[config.mk]
export PLATFORM = sky130hd
export DESIGN_NAME = keypad_scan
export DESIGN_NICKNAME = d
export VERILOG_FILES = /design/src/rtl/keypad_pkg.sv /design/src/rtl/kp_tick.sv /design/src/rtl/keypad_scan.sv
export SDC_FILE = /design/constraint.sdc
export NUM_CORES = 1
export LEC_CHECK = 0
export BUFFER_PORTS_ARGS = -buffer_cell sky130_fd_sc_hd__buf_2
export CAP_MARGIN = 15
export CORE_UTILIZATION = 25
export DETAILED_ROUTE_END_ITERATION = 12
export SETUP_SLACK_MARGIN = 0.02
export SLEW_MARGIN = 40
export SYNTH_ARGS = -nofsm -noshare
export SYNTH_HDL_FRONTEND = slang
export SYNTH_SLANG_ARGS = --single-unit
[constraint.sdc]
create_clock -name clk -period 4.44 [get_ports clk]
set_input_delay 0 -clock clk [delete_from_list [all_inputs] [get_ports clk]]
set_output_delay 0 -clock clk [all_outputs]
set_load 0.05 [all_outputs]
[src/rtl/keypad_pkg.sv]
// Shared definitions for the 4x4 keypad scanner: matrix geometry, key-code width,
// FSM state encoding and small frame helpers.
package keypad_pkg;

  localparam int NUM_ROWS = 4;
  localparam int NUM_COLS = 4;
  localparam int NUM_KEYS = NUM_ROWS * NUM_COLS;
  localparam int KEY_W    = $clog2(NUM_KEYS);

  typedef enum logic [1:0] {
    IDLE    = 2'd0,
    HELD    = 2'd1,
    BLOCKED = 2'd2
  } state_t;

  function automatic logic [KEY_W:0] key_count(input logic [NUM_KEYS-1:0] frame);
    logic [KEY_W:0] n;
    n = '0;
    for (int i = 0; i < NUM_KEYS; i++) begin
      n = n + {{KEY_W{1'b0}}, frame[i]};
    end
    return n;
  endfunction

  // Only meaningful when exactly one bit is set.
  function automatic logic [KEY_W-1:0] key_index(input logic [NUM_KEYS-1:0] frame);
    logic [KEY_W-1:0] idx;
    idx = '0;
    for (int i = 0; i < NUM_KEYS; i++) begin
      if (frame[i]) idx = KEY_W'(i);
    end
    return idx;
  endfunction

endpackage

[src/rtl/kp_tick.sv]
// End-of-slot strobe: tick is high on the last of every DIV enabled cycles.
module kp_tick #(
  parameter int DIV = 10000
) (
  input  logic clk,
  input  logic rst_n,
  input  logic en,
  output logic tick
);

  localparam int CW = (DIV > 1) ? $clog2(DIV) : 1;

  logic [CW-1:0] cnt;

  assign tick = en && (cnt == CW'(DIV - 1));

  always_ff @(posedge clk) begin
    if (!rst_n) begin
      cnt <= '0;
    end else if (en) begin
      cnt <= tick ? '0 : cnt + 1'b1;
    end
  end

endmodule

[src/rtl/keypad_scan.sv]
// 4x4 matrix keypad scanner with frame debounce and ghost rejection.
// Optional auto-repeat is enabled by defining KEYPAD_REPEAT_EN.
module keypad_scan
  import keypad_pkg::*;
#(
  parameter int SCAN_DIV     = 10000,
  parameter int DEBOUNCE     = 4,
  parameter int REPEAT_DELAY = 500,
  parameter int REPEAT_RATE  = 100
) (
  input  logic                clk,
  input  logic                rst_n,
  output logic [NUM_ROWS-1:0] row,
  input  logic [NUM_COLS-1:0] col,
  output logic [KEY_W-1:0]    key,
  output logic                key_valid,
  output logic                key_down,
  output logic [1:0]          fsm_state
);

`ifdef KEYPAD_REPEAT_EN
  localparam bit REPEAT_EN = 1'b1;
`else
  localparam bit REPEAT_EN = 1'b0;
`endif

  localparam int SW      = (DEBOUNCE > 0) ? $clog2(DEBOUNCE + 1) : 1;
  localparam int REP_MAX = (REPEAT_DELAY > REPEAT_RATE) ? REPEAT_DELAY : REPEAT_RATE;
  localparam int RW      = (REP_MAX > 0) ? $clog2(REP_MAX + 1) : 1;

  logic [NUM_COLS-1:0] col_s1, col_s2;
  logic                run;
  logic                tick;
  logic [1:0]          row_idx;
  logic [NUM_KEYS-1:0] snap, prev_frame, frame_now;
  logic [SW-1:0]       stable_cnt, stable_next;
  logic                frame_close, frame_stable;
  logic [KEY_W:0]      nkeys;
  state_t              state, state_next;
  logic [KEY_W-1:0]    key_next;
  logic                pulse;
  logic [RW-1:0]       rep_cnt;
  logic                rep_first, rep_clr, rep_step, rep_hit;

  always_ff @(posedge clk) begin
    if (!rst_n) begin
      col_s1 <= '1;
      col_s2 <= '1;
    end else begin
      col_s1 <= col;
      col_s2 <= col_s1;
    end
  end

  // run holds the rows released during reset and starts slot 0 on the first free edge.
  always_ff @(posedge clk) begin
    if (!rst_n) run <= 1'b0;
    else        run <= 1'b1;
  end

  kp_tick #(.DIV(SCAN_DIV)) u_tick (
    .clk  (clk),
    .rst_n(rst_n),
    .en   (run),
    .tick (tick)
  );

  assign row         = run ? ~(NUM_ROWS'(1) << row_idx) : '1;
  assign frame_close = tick && (row_idx == 2'(NUM_ROWS - 1));

  // Frame as it will look once the last row's sample lands.
  always_comb begin
    frame_now = snap;
    frame_now[(NUM_ROWS-1)*NUM_COLS +: NUM_COLS] = ~col_s2;
  end

  always_comb begin
    if (frame_now == prev_frame) begin
      stable_next = (stable_cnt == SW'(DEBOUNCE)) ? stable_cnt : stable_cnt + 1'b1;
    end else begin
      stable_next = '0;
    end
  end

  assign frame_stable = (stable_next == SW'(DEBOUNCE));
  assign nkeys        = key_count(frame_now);

  always_ff @(posedge clk) begin
    if (!rst_n) begin
      row_idx    <= '0;
      snap       <= '0;
      prev_frame <= '0;
      stable_cnt <= '0;
    end else if (tick) begin
      row_idx <= row_idx + 1'b1;
      snap[{row_idx, 2'b00} +: NUM_COLS] <= ~col_s2;
      if (frame_close) begin
        prev_frame <= frame_now;
        stable_cnt <= stable_next;
      end
    end
  end

  assign rep_hit = rep_first ? (int'(rep_cnt) + 1 == REPEAT_DELAY)
                             : (int'(rep_cnt) + 1 == REPEAT_RATE);

  always_comb begin
    state_next = state;
    key_next   = key;
    pulse      = 1'b0;
    rep_clr    = 1'b0;
    rep_step   = 1'b0;
    case (state)
      IDLE: begin
        if (frame_close && frame_stable) begin
          if (nkeys == (KEY_W+1)'(1)) begin
            state_next = HELD;
            key_next   = key_index(frame_now);
            pulse      = 1'b1;
            rep_clr    = 1'b1;
          end else if (nkeys > (KEY_W+1)'(1)) begin
            state_next = BLOCKED;
          end
        end
      end
      HELD: begin
        if (frame_close) begin
          if (frame_stable && frame_now == '0) begin
            state_next = IDLE;
          end else if (frame_stable && frame_now != (NUM_KEYS'(1) << key)) begin
            state_next = BLOCKED;
          end else begin
            rep_step = 1'b1;
            pulse    = REPEAT_EN && rep_hit;
          end
        end
      end
      BLOCKED: begin
        if (frame_close && frame_stable && frame_now == '0) state_next = IDLE;
      end
      default: state_next = IDLE;
    endcase
  end

  always_ff @(posedge clk) begin
    if (!rst_n) begin
      state     <= IDLE;
      key       <= '0;
      key_valid <= 1'b0;
      key_down  <= 1'b0;
    end else begin
      state     <= state_next;
      key       <= key_next;
      key_valid <= pulse;
      key_down  <= (state_next == HELD);
    end
  end

  // Counts frames since HELD entry, then since the last repeat pulse.
  always_ff @(posedge clk) begin
    if (!rst_n) begin
      rep_cnt   <= '0;
      rep_first <= 1'b1;
    end else if (rep_clr) begin
      rep_cnt   <= '0;
      rep_first <= 1'b1;
    end else if (rep_step) begin
      if (rep_hit) begin
        rep_cnt   <= '0;
        rep_first <= 1'b0;
      end else begin
        rep_cnt <= rep_cnt + 1'b1;
      end
    end
  end

  assign fsm_state = state;

endmodule
==> metrics.txt <==
status=finished clean; Post-Syn Area per Cell=8.47 um2; min Tclk post-route=4.21 ns; met1 wire length=4330 um; final clock skew=0.00842 ns; Max Fclk=238 MHz; RR Startpoint=snap[3]$_SDFFE_PN0P_; fin crit share=0.948; Global Route Usage Sum=0.125; RD Place Congestion=0.856; Critical Path AT=4.43 ns; Slew headroom=0.541; PwrDens=324 nW/um2; CP endpoint=key[0]$_SDFFE_PN0P_; R2R Path End=key[0]$_SDFFE_PN0P_; Cells after Synth=451; CTS tree=done; drt wl/cell=14.1 um; most common cell in the netlist=dfxtp_1; post-synth cell types=67; H-Tree Depth=3; # setup viols final=0; clock tree root driver cell=clkbuf_16; fillcell total=1506; antenna-violating nets left=0; sequential cell area fraction in the yosys report=0.335; Slew @ Worst Pin=0.687 ns; startpoint types=flop; worst hold slack=0.388 ns; Cell Area, Synth=3820 um2; first-pass GRT wire length=15400 um; area leader, netlist=dfxtp_1; top post-synthesis cells by area=dfxtp_1 34%, fa_1 5.2%, xor2_1 4.8%, nand2_1 4.6%, nor2_1 4.6%; largest net degree at the start of global routing=25; row cnt=44; largest family of logic cells by synthesized area=simple AND/OR/NAND/NOR gates; Initial Utilization=0.260; CTS Sinks=64; Detailed Route Iter0 Violations=213; Crit Path Max Fanout=6; Crit. path cell count=15; Inserted Diodes=0; final core occ=0.303; vias in the first global route=3123; Commonest cells post-synth=64 x dfxtp_1, 47 x nand2_1, 47 x nor2_1; Die ar.=15800 um2; WL met3=399 um; Crit Path Category=reg2reg; syn_nets=481; drt drc=0; initial antenna violation count=0; Compound-Gate Fraction of Synth Area=0.140; number of port buffers=17; Vias=3204; Synth Flop Type=dfxtp_1; leakage=1.75 nW; flops & latches, synth=64; share of the synthesized area in the top cell type=0.335; post-synthesis xor/xnor area fraction=0.0665; fraction of layout cells with a size suffix above 1=0.149; core area=14700 um2; DIE WIDTH=126 um; Synth Warn #=0; most used cell, CP=fa_1; latest clock arrival within the worst-skew pair=0.33 ns; Worst-path clk slew=0.05 ns; Overall Power=1.44 mW; asr flop ratio synth=0; storage element area=1280 um2; I/O pin count=18; CP cell instances=fa_1, fa_1, inv_1, fa_1, fa_1, inv_1, ha_2, inv_1, fa_2, a211oi_2, mux2i_2, nor4b_2, nand4_1, buf_4, o211a_1; reg2reg path depth=15; max_cap viols=0; adder-cell area share of the yosys netlist=0.0983; Die H=126 um; Final #Nets=501; largest delay contributor family on the critical path=adder cells; Req. time, crit path=4.66 ns; post-synthesis mux area share=0.0183; critical path capture point type=flop; Fin. Hold Viols=0; post-synthesis simple-gate area fraction=0.257; CTS buffer count=9; Post-synth EDFFs=0; Worst path max stage delay=0.52 ns; CP Buf/Inv Count=4; Peak VDD IR=208 uV; min-delay worst type=in2reg; Multi-input gate area=2240 um2; grt total ovfl=0; Max Slew Vio Count=0; Post-Route WL=9310 um; Area after DPL=4030 um2; Area Growth Syn to Fin=16.7%; Max Used Layer=met4; CTS Buffer Depth=2; post-route cell area=4460 um2; critical path startpoint=snap[3]$_SDFFE_PN0P_; flop2flop setup slack=0.23 ns; met2 wire length=4360 um; total negative slack=0 ns; Final HPWL DP=6500 um; slowest CP cell=fa_1; DR vias/cell=4.85; DR pass1 iterations=4
[layer usage]
layer / track usage / vias to the layer above
li1: - / 1583
met1: 0.164 / 1534
met2: 0.195 / 71
met3: 0.0259 / 16
met4: 0.0588 / 0
met5: 0 / -
[how the worst min path moves through the flow]
stage                      start  cells after the start  slack (ns)              endpoint
final                     col[0]                      3        0.39  col_s1[0]$_SDFF_PN1_
after CTS                 col[0]                      3        0.38  col_s1[0]$_SDFF_PN1_
after floorplan            rst_n                      0        0.03           run$_DFF_P_
after detailed placement  col[0]                      2        0.19  col_s1[0]$_SDFF_PN1_
after global routing      col[0]                      3        0.43  col_s1[0]$_SDFF_PN1_
after global placement    col[0]                      2        0.19  col_s1[0]$_SDFF_PN1_
[sequential cells by signal, summed over array words and instances (netlist names)]
name        cells
key_down        1
snap           12
u_tick.cnt     14
key             4
row_idx         2
key_valid       1
col_s1          4
run             1
col_s2          4
fsm_state       2
stable_cnt      3
prev_frame     16
[cell usage in the layout, fill, tap and decap left out, types with 3 or more instances in the layout]
cell / netlist / final
xor2_1: 21 / 21
buf_4: 5 / 15
xnor2_1: 8 / 8
a21oi_1: 30 / 30
bufinv_16: 0 / 3
nor3_1: 17 / 17
nand2b_1: 18 / 18
nand3_1: 8 / 8
mux2i_1: 7 / 6
nor4_1: 7 / 7
o21ai_0: 11 / 11
fa_1: 10 / 9
nand4_1: 11 / 11
nor2_1: 47 / 47
clkbuf_16: 0 / 9
nor4b_1: 4 / 3
a31oi_1: 4 / 4
or2_2: 3 / 3
ha_1: 14 / 13
buf_2: 6 / 17
o22ai_1: 3 / 3
nand3b_1: 3 / 3
inv_1: 30 / 29
nor3b_1: 4 / 4
a211oi_1: 7 / 6
dlygate4sd3_1: 0 / 6
dfxtp_1: 64 / 64
nand2_1: 47 / 47
[metrics by stage]
step,setup slack [ns],cells
CTS,0.116,660
floorplan,0.116,451
detailed placement,0.0144,637
global placement,0.154,637
global route,-0.00331,660
finish,0.232,660
[cells by family (layout without fill, tap and decap cells)]
| group | Yosys count | count (layout) |
|---|---|---|
| AOI/OAI and AO/OA | 79 | 79 |
| xor gates and xnor gates | 29 | 29 |
| adders and majority gates | 24 | 24 |
| buffers and inverters | 59 | 84 |
| DFF | 64 | 64 |
| muxes | 7 | 7 |
| and+or+nand+nor | 189 | 189 |
[worst min-delay path: stages]
cell	delay, ns
dlygate4sd3_1	0.52
buf_2	0.09
nand2b_1	0.08
[final cells by class]
type,instances,area share
Sequential cell,64,0.287
Clock buffer,10,0.0514
Tap cell,184,0.0516
Multi-Input combinational cell,328,0.502
Clock inverter,6,0.0241
Timing Repair Buffer,38,0.0578
Inverter,30,0.0253
[report_power, final]
| group | total (mW) | leakage (nW) | internal, mW | switching (mW) |
|---|---|---|---|---|
| Sequential | 0.585 | 0.518 | 0.580 | 0.00428 |
| Clock | 0.798 | 0.162 | 0.546 | 0.252 |
| Combinational | 0.0616 | 1.07 | 0.0243 | 0.0373 |
[repair_timing]
action / in CTS / in global routing
setup endpoints to repair: 4 / 4
hold buffers: 6 / 0
buffers inserted: 1 / 0
endpoints found under the hold margin: 5 / 0
resized for setup: 0 / 6
pin swaps: 1 / 3
(Power assumes the default switching activity.)
